[config.mk]
export PLATFORM = sky130hd
export DESIGN_NAME = ysyx_23060191_muldiv_ctrl
export DESIGN_NICKNAME = d
export VERILOG_FILES = /design/src/rtl/ysyx_23060191_muldiv_pkg.sv /design/src/rtl/ysyx_23060191_muldiv_step.sv /design/src/rtl/ysyx_23060191_muldiv_ctrl.sv
export SDC_FILE = /design/constraint.sdc
export NUM_CORES = 1
export LEC_CHECK = 0
export BUFFER_PORTS_ARGS = -buffer_cell sky130_fd_sc_hd__buf_2
export CORE_UTILIZATION = 55
export CTS_CLUSTER_SIZE = 25
export DETAILED_ROUTE_END_ITERATION = 8
export PLACE_DENSITY_LB_ADDON = 0.3
export SLEW_MARGIN = 10
export SYNTH_ARGS = -nofsm -noshare
export SYNTH_HDL_FRONTEND = slang
export SYNTH_SLANG_ARGS = --single-unit
[constraint.sdc]
create_clock -name clk -period 4.8 [get_ports clk]
set_input_delay 0.48 -clock clk [delete_from_list [all_inputs] [get_ports clk]]
set_output_delay 0.48 -clock clk [all_outputs]
set_load 0.02 [all_outputs]
[src/rtl/ysyx_23060191_muldiv_pkg.sv]
// Shared definitions for the RV32M iterative multiply/divide sequencer.
// Contents:
//   XLEN / OP_W / CNT_W  - datapath, op-code and loop-counter widths
//   op_e                 - RV32M funct3 operation codes
//   state_e              - controller state encoding
//   step_mode_e          - selects multiply or divide iteration in the step unit
//   op_info_t            - decoded operation attributes
//   decode_op()          - funct3 -> op_info_t
//   cond_neg()           - conditional two's-complement negate
package ysyx_23060191_muldiv_pkg;

  localparam int XLEN  = 32;
  localparam int OP_W  = 3;
  localparam int CNT_W = $clog2(XLEN);

  typedef enum logic [OP_W-1:0] {
    OP_MUL    = 3'd0,
    OP_MULH   = 3'd1,
    OP_MULHSU = 3'd2,
    OP_MULHU  = 3'd3,
    OP_DIV    = 3'd4,
    OP_DIVU   = 3'd5,
    OP_REM    = 3'd6,
    OP_REMU   = 3'd7
  } op_e;

  typedef enum logic [1:0] {
    ST_IDLE = 2'd0,
    ST_CALC = 2'd1,
    ST_DONE = 2'd2
  } state_e;

  typedef enum logic {
    STEP_MUL = 1'b0,
    STEP_DIV = 1'b1
  } step_mode_e;

  // Result constants for the divide special cases.
  localparam logic [XLEN-1:0] QUOT_ALL_ONES = {XLEN{1'b1}};
  localparam logic [XLEN-1:0] INT_MIN       = {1'b1, {(XLEN-1){1'b0}}};

  typedef struct packed {
    logic is_div;    // divide group (DIV/DIVU/REM/REMU)
    logic is_rem;    // remainder result wanted
    logic mul_high;  // multiply returns the upper half of the product
    logic signed1;   // rs1 treated as signed
    logic signed2;   // rs2 treated as signed
  } op_info_t;

  // funct3 layout: bit2 selects divide; in the divide group bit1 selects
  // remainder and bit0 selects unsigned. In the multiply group only MULHU
  // treats rs1 as unsigned, and only MUL/MULH treat rs2 as signed.
  function automatic op_info_t decode_op(input logic [OP_W-1:0] op);
    op_info_t info;
    info.is_div   = op[2];
    info.is_rem   = op[2] & op[1];
    info.mul_high = ~op[2] & (op[1:0] != 2'b00);
    info.signed1  = op[2] ? ~op[0] : (op[1:0] != 2'b11);
    info.signed2  = op[2] ? ~op[0] : ~op[1];
    return info;
  endfunction

  function automatic logic [XLEN-1:0] cond_neg(input logic [XLEN-1:0] v,
                                               input logic neg);
    return neg ? (~v + 1'b1) : v;
  endfunction

endpackage

[src/rtl/ysyx_23060191_muldiv_step.sv]
// Combinational single iteration of the multiply/divide loop.
// Ports:
//   mode     in   STEP_MUL: shift-add multiply, STEP_DIV: restoring divide
//   hi_in    in   XLEN+1  mul: upper accumulator half; div: partial remainder
//   lo_in    in   XLEN    mul: lower half / remaining multiplier bits;
//                         div: remaining dividend bits / quotient bits so far
//   operand  in   XLEN    mul: multiplicand magnitude; div: divisor magnitude
//   hi_out   out  XLEN+1  next hi
//   lo_out   out  XLEN    next lo
module ysyx_23060191_muldiv_step
  import ysyx_23060191_muldiv_pkg::*;
(
  input  step_mode_e      mode,
  input  logic [XLEN:0]   hi_in,
  input  logic [XLEN-1:0] lo_in,
  input  logic [XLEN-1:0] operand,
  output logic [XLEN:0]   hi_out,
  output logic [XLEN-1:0] lo_out
);

  logic [XLEN-1:0] addend;
  logic [XLEN:0]   sum;
  logic [XLEN:0]   shifted;
  logic [XLEN+1:0] diff;

  always_comb begin
    // NOTE: every output of a combinational block gets a default first so no
    // path can leave it unassigned and infer a latch.
    hi_out  = hi_in;
    lo_out  = lo_in;

    // Multiply: add the multiplicand when the current multiplier bit (lo[0])
    // is set, then shift the {carry, hi, lo} accumulator right by one.
    addend  = lo_in[0] ? operand : '0;
    sum     = {1'b0, hi_in[XLEN-1:0]} + {1'b0, addend};

    // Divide: bring the next dividend bit into the partial remainder and try
    // subtracting the divisor; a borrow (diff MSB) means restore.
    shifted = {hi_in[XLEN-1:0], lo_in[XLEN-1]};
    diff    = {1'b0, shifted} - {2'b00, operand};

    if (mode == STEP_MUL) begin
      hi_out = {1'b0, sum[XLEN:1]};
      lo_out = {sum[0], lo_in[XLEN-1:1]};
    end else if (diff[XLEN+1]) begin
      hi_out = shifted;
      lo_out = {lo_in[XLEN-2:0], 1'b0};
    end else begin
      hi_out = diff[XLEN:0];
      lo_out = {lo_in[XLEN-2:0], 1'b1};
    end
  end

endmodule

[src/rtl/ysyx_23060191_muldiv_ctrl.sv]
// Iterative RV32M multiply/divide sequencer. Accepts one operation over a
// valid/ready handshake, runs XLEN shift-add or restoring-divide iterations
// and holds the registered result until the consumer takes it.
// Ports:
//   clk, rst     clock, asynchronous active-high reset
//   in_valid     request valid           in_ready    request can be accepted
//   in_op        RV32M funct3 op code    in_src1/2   rs1 / rs2 operands
//   flush        abandon any in-flight operation (synchronous)
//   out_valid    result valid            out_ready   consumer takes result
//   out_result   registered result       busy        controller not idle
module ysyx_23060191_muldiv_ctrl
  import ysyx_23060191_muldiv_pkg::*;
(
  input  logic            clk,
  input  logic            rst,
  input  logic            in_valid,
  output logic            in_ready,
  input  logic [OP_W-1:0] in_op,
  input  logic [XLEN-1:0] in_src1,
  input  logic [XLEN-1:0] in_src2,
  input  logic            flush,
  output logic            out_valid,
  input  logic            out_ready,
  output logic [XLEN-1:0] out_result,
  output logic            busy
);

  state_e state_q, state_d;

  logic [CNT_W-1:0] cnt_q;
  logic [XLEN:0]    hi_q;
  logic [XLEN-1:0]  lo_q;
  logic [XLEN-1:0]  opnd_q;
  op_info_t         info_q;
  logic             neg_q;
  logic [XLEN-1:0]  result_q;

  logic             accept;
  logic             last_step;

  // ---------------------------------------------------------------------------
  // Request decode (operands as presented this cycle)
  // ---------------------------------------------------------------------------
  op_info_t        info_in;
  logic            s1, s2;
  logic [XLEN-1:0] mag1, mag2;
  logic            div_zero, div_ovf, special;
  logic [XLEN-1:0] special_result;

  always_comb begin
    info_in  = decode_op(in_op);
    s1       = info_in.signed1 & in_src1[XLEN-1];
    s2       = info_in.signed2 & in_src2[XLEN-1];
    mag1     = cond_neg(in_src1, s1);
    mag2     = cond_neg(in_src2, s2);
    div_zero = info_in.is_div & (in_src2 == '0);
    div_ovf  = info_in.is_div & info_in.signed1 &
               (in_src1 == INT_MIN) & (in_src2 == QUOT_ALL_ONES);
    special  = div_zero | div_ovf;
    if (div_zero) special_result = info_in.is_rem ? in_src1 : QUOT_ALL_ONES;
    else          special_result = info_in.is_rem ? '0 : INT_MIN;
  end

  // ---------------------------------------------------------------------------
  // Iteration datapath
  // ---------------------------------------------------------------------------
  logic [XLEN:0]   hi_step;
  logic [XLEN-1:0] lo_step;
  step_mode_e      step_mode;

  assign step_mode = info_q.is_div ? STEP_DIV : STEP_MUL;

  ysyx_23060191_muldiv_step u_step (
    .mode    (step_mode),
    .hi_in   (hi_q),
    .lo_in   (lo_q),
    .operand (opnd_q),
    .hi_out  (hi_step),
    .lo_out  (lo_step)
  );

  // Result assembled from the final iteration's outputs, with sign fix-up,
  // so it can be registered on the same edge that enters DONE.
  logic [2*XLEN-1:0] product, product_fix;
  logic [XLEN-1:0]   final_result;

  always_comb begin
    product     = {hi_step[XLEN-1:0], lo_step};
    product_fix = neg_q ? (~product + 1'b1) : product;
    if (info_q.is_div)
      final_result = info_q.is_rem ? cond_neg(hi_step[XLEN-1:0], neg_q)
                                   : cond_neg(lo_step, neg_q);
    else
      final_result = info_q.mul_high ? product_fix[2*XLEN-1:XLEN]
                                     : product_fix[XLEN-1:0];
  end

  assign accept    = in_valid & in_ready;
  assign last_step = (cnt_q == CNT_W'(XLEN-1));

  // ---------------------------------------------------------------------------
  // FSM: state register
  // ---------------------------------------------------------------------------
  always_ff @(posedge clk or posedge rst) begin
    // NOTE: sequential state uses non-blocking assignments so every register
    // samples pre-edge values regardless of statement order.
    if (rst) state_q <= ST_IDLE;
    else     state_q <= state_d;
  end

  // ---------------------------------------------------------------------------
  // FSM: next state
  // ---------------------------------------------------------------------------
  always_comb begin
    state_d = state_q;
    unique case (state_q)
      ST_IDLE: if (accept) state_d = special ? ST_DONE : ST_CALC;
      ST_CALC: begin
        if (flush)          state_d = ST_IDLE;
        else if (last_step) state_d = ST_DONE;
      end
      ST_DONE: if (flush || out_ready) state_d = ST_IDLE;
      default: state_d = ST_IDLE;
    endcase
  end

  // ---------------------------------------------------------------------------
  // FSM: outputs
  // ---------------------------------------------------------------------------
  always_comb begin
    // rst is folded in because the state register only reflects reset after
    // it has propagated; in_ready must read low for the whole reset window.
    in_ready   = (state_q == ST_IDLE) & ~flush & ~rst;
    out_valid  = (state_q == ST_DONE);
    busy       = (state_q != ST_IDLE);
    out_result = result_q;
  end

  // ---------------------------------------------------------------------------
  // Operand / accumulator / counter / result registers
  // ---------------------------------------------------------------------------
  always_ff @(posedge clk or posedge rst) begin
    if (rst) begin
      cnt_q    <= '0;
      hi_q     <= '0;
      lo_q     <= '0;
      opnd_q   <= '0;
      info_q   <= '0;
      neg_q    <= 1'b0;
      result_q <= '0;
    end else if (accept) begin
      cnt_q  <= '0;
      hi_q   <= '0;
      lo_q   <= mag1;
      opnd_q <= mag2;
      info_q <= info_in;
      // Remainder takes the dividend's sign; product and quotient s1^s2.
      neg_q  <= info_in.is_rem ? s1 : (s1 ^ s2);
      if (special) result_q <= special_result;
    end else if (state_q == ST_CALC && !flush) begin
      hi_q  <= hi_step;
      lo_q  <= lo_step;
      cnt_q <= cnt_q + CNT_W'(1);
      if (last_step) result_q <= final_result;
    end
  end

endmodule

==> metrics <==
status completed; Adder-Cell Fraction of Synth Area 5.97%; H-tree Lvls 4; initial antenna violation count 4; total area of sequential cells 3480 um2; Worst Path Buf+Inv 0; net switching fraction of the power 54.3%; share of cells above drive strength 1 17.4%; Yosys Warn Count 0; Leakage slightly below 0.008 uW; nets@finish 2395; r2r setup slk 0.16 ns; Clock transition at path regs 0.07 ns; Final Util 64.7%; final wirelength 65.1 mm; via count ~18000; Netlist Area Pre-Place 15600 um2; fill cell count 2556; Final ANT Viol Nets 0; XOR/XNOR Fraction of Synth Area under 10%; Reg2Reg Depth 17; Post-Synthesis Mean Instance Area 7.42 um2; mux contribution to synthesized area 3.48%; dpl cells approximately 2600; syn_nets 2242; clock sink count between 100 and 150; final worst path period need 4.64 ns; most frequent cells in the layout nand2_1 (241), o21ai_0 (200), nor2_1 (170); vias per inst about 6.9; Slowest-stage cell, CP or4_4; Distinct cells, synth 108; Die X 170 um; Clock Skews between 0.01 and 0.015 ns; Crit Path Max Fanout 7; I/O Buffers 106; later-pin clock latency in the skew report roughly 0.46 ns; Seq/Total Area, Yosys between 20% and 30%; Sequential Power Share approximately 16%; Relative slew margins 36.4%; Die Footprint 29000 um2; initial core utilization 56.0%; RD Place Congestion 1.01; Critical R2R Launch hi_q[25]; most common cell after layout, fill and taps aside nand2_1; first-pass GRT wire length 98.1 mm; largest family of logic cells by synthesized area compound AO/OA/AOI/OAI gates; Critical Path RT 5.13 ns; Post-synth ARST share 100%; Post-synth EDFFs 0; synthesized flop and latch total 139; PwrDens roughly 650 nW/um2; vias in the first global route ~16000; Maximum Capacitance Violations 0; largest net degree at the start of global routing 96; area post-placement between 15000 and 20000 um2; area occupied by multi-input gates 11400 um2; Clk pwr share 11.7%; Vert. Die Dim around 170 um; CTS root buf clkbuf_16; Final Setup Violations 0; DRT iter0 DRCs 2771; Comb power frac 72.8%; TritonCTS clock tree yes; unrepaired setup endpoints after global routing true; Worst Path Arrival 4.97 ns; total CTS buffers 17; final setup slack of the worst path 0.159 ns; DRC 0; DP HPWL 49.8 mm; Setup CP Type flop to flop; Fin. Hold Viols 0; Least-Margin Pin Slew between 0.9 and 1 ns; CP delay by family, top compound AO/OA/AOI/OAI gates; dpl ws -0.0236 ns; reg2reg end out_result[6]; CP Launch Type flop; clk buf depth 2; Post-Syn Instances 2097; VDD IR max 0.000361 V; GRT Total Usage 45.2%; Cell Int Power around 5300 uW; routed len/inst 24.6 um; Fmax ~220 MHz; crit end category flop; CP max stage delay about 0.54 ns; non-filler cells, final 2643; Hold/Removal Path Class primary input to async pin; area fraction in compound gates after synthesis about 30%; max-slew violation count 0; fin crit share 96.7%; CP most frequent cell o21a_1; P&R area growth vs syn 15.5%; switching power roughly 6300 uW; post-route cell area 18000 um2; Rows 61; CP Cell Sequence ha_1, a21oi_1, o21a_1, o21a_1, o21a_1, a31o_4, ha_2, o211ai_1, or4_4, nand4bb_4, or2_2, or2_4, nand2_1, a21o_1, a311oi_1, a2111oi_0, o21ai_0; Synth Flop Type dfrtp_1; DR pass1 iterations 6; Post-Synth Simple-Gate Area 24.4%; # IOs 107; CORE AREA around 28000 um2; GR Overflow Total 0; CTS Hold Bufs 0
[state kept, by name, indices dropped and copies added, names as in the netlist]
register and count:
state_q 2, lo_q 32, opnd_q 32, cnt_q 5
info_q 3, hi_q 32, out_result 32, neg_q 1
[power groups by stage]
| stage | sequential [uW] | clock (uW) | combinational, uW |
|---|---|---|---|
| finish | 1800 | 1360 | 8450 |
| global route | 1840 | 1390 | 8980 |
| CTS | 1790 | 1350 | 7980 |
| detailed placement | 1810 | 0 | 7920 |
| global placement | 1790 | 0 | 7840 |
| floorplan | 1690 | 0 | 5090 |
[per-stage QoR]
step / TNS [ns] / power [uW] / hold WS, ns
2_1_floorplan: 0 / 6780 / 0.463
3_3_place_gp: 0 / 9640 / 0.454
3_5_place_dp: -0.0236 / 9720 / 0.475
4_1_cts: 0 / 11100 / 0.279
5_1_grt: -0.164 / 12200 / 0.329
6_report: 0 / 11600 / 0.231
[cells in the mapped netlist (all sizes together), types with 31 or more instances]
master	number	share of area, %
ha	71	5.7
mux2i	41	2.7
o21ai	216	7.0
nand2	246	6.0
buf	34	1.2
a21o	31	1.5
and2	46	1.8
a211oi	31	1.6
nor3	66	2.3
nand3	74	2.4
dfrtp	139	22
a21oi	168	5.5
xnor2	91	5.1
nor2	175	4.2
xor2	60	3.4
inv	74	1.8
clkbuf	91	2.2
[layer usage]
layer,track usage (%),wire (um),share of wire [%]
met1,64.3,27100,42
met2,63.9,26800,41
met3,11.4,8340,13
met4,19.5,2880,4.4
met5,0,29,0.045
[cells by family after synthesis]
group                    Yosys count
AND/OR/NAND/NOR                  769
flip-flops                       139
buffers and inverters            201
adder cells (fa/ha/maj)           73
multiplexers                      52
XOR/XNOR                         151
AO/OA/AOI/OAI                    712
[what timing repair did]
item	4_1_cts	5_1_grt
resized for setup	1	35
endpoints found under the setup margin	1	26
setup buffers	0	2
pin swaps	0	6
[worst max-delay path by stage]
stage                      to      start  cells past startpoint  slack (ns)
6_report        out_result[6]   hi_q[25]                     17        0.16
3_3_place_gp   out_result[27]   hi_q[18]                     19        0.12
5_1_grt         out_result[6]   hi_q[25]                     17       -0.12
3_5_place_dp    out_result[6]    hi_q[7]                     17       -0.02
4_1_cts        out_result[27]  opnd_q[6]                     21        0.06
2_1_floorplan   out_result[6]  info_q[4]                     20        0.04
[cell type report]
cell class | count | area share, %
sequential | 139 | 19.4
tap | 378 | 2.63
inverter | 76 | 1.61
multi-input combinational | 1757 | 63.7
clock inverter | 14 | 0.773
timing repair buffer | 259 | 9.52
antenna | 2 | 0.0278
clock buffer | 18 | 2.39
[worst reg2reg max path, cell delays in order, from the launching register on]
cell	delay, ns
dfrtp_1	0.42
ha_1	0.36
a21oi_1	0.34
o21a_1	0.21
o21a_1	0.13
o21a_1	0.18
a31o_4	0.19
ha_2	0.20
o211ai_1	0.13
or4_4	0.54
nand4bb_4	0.28
or2_2	0.36
or2_4	0.34
nand2_1	0.15
a21o_1	0.14
a311oi_1	0.08
a2111oi_0	0.33
o21ai_0	0.15
No activity file was read; power rests on OpenSTA's default activity.
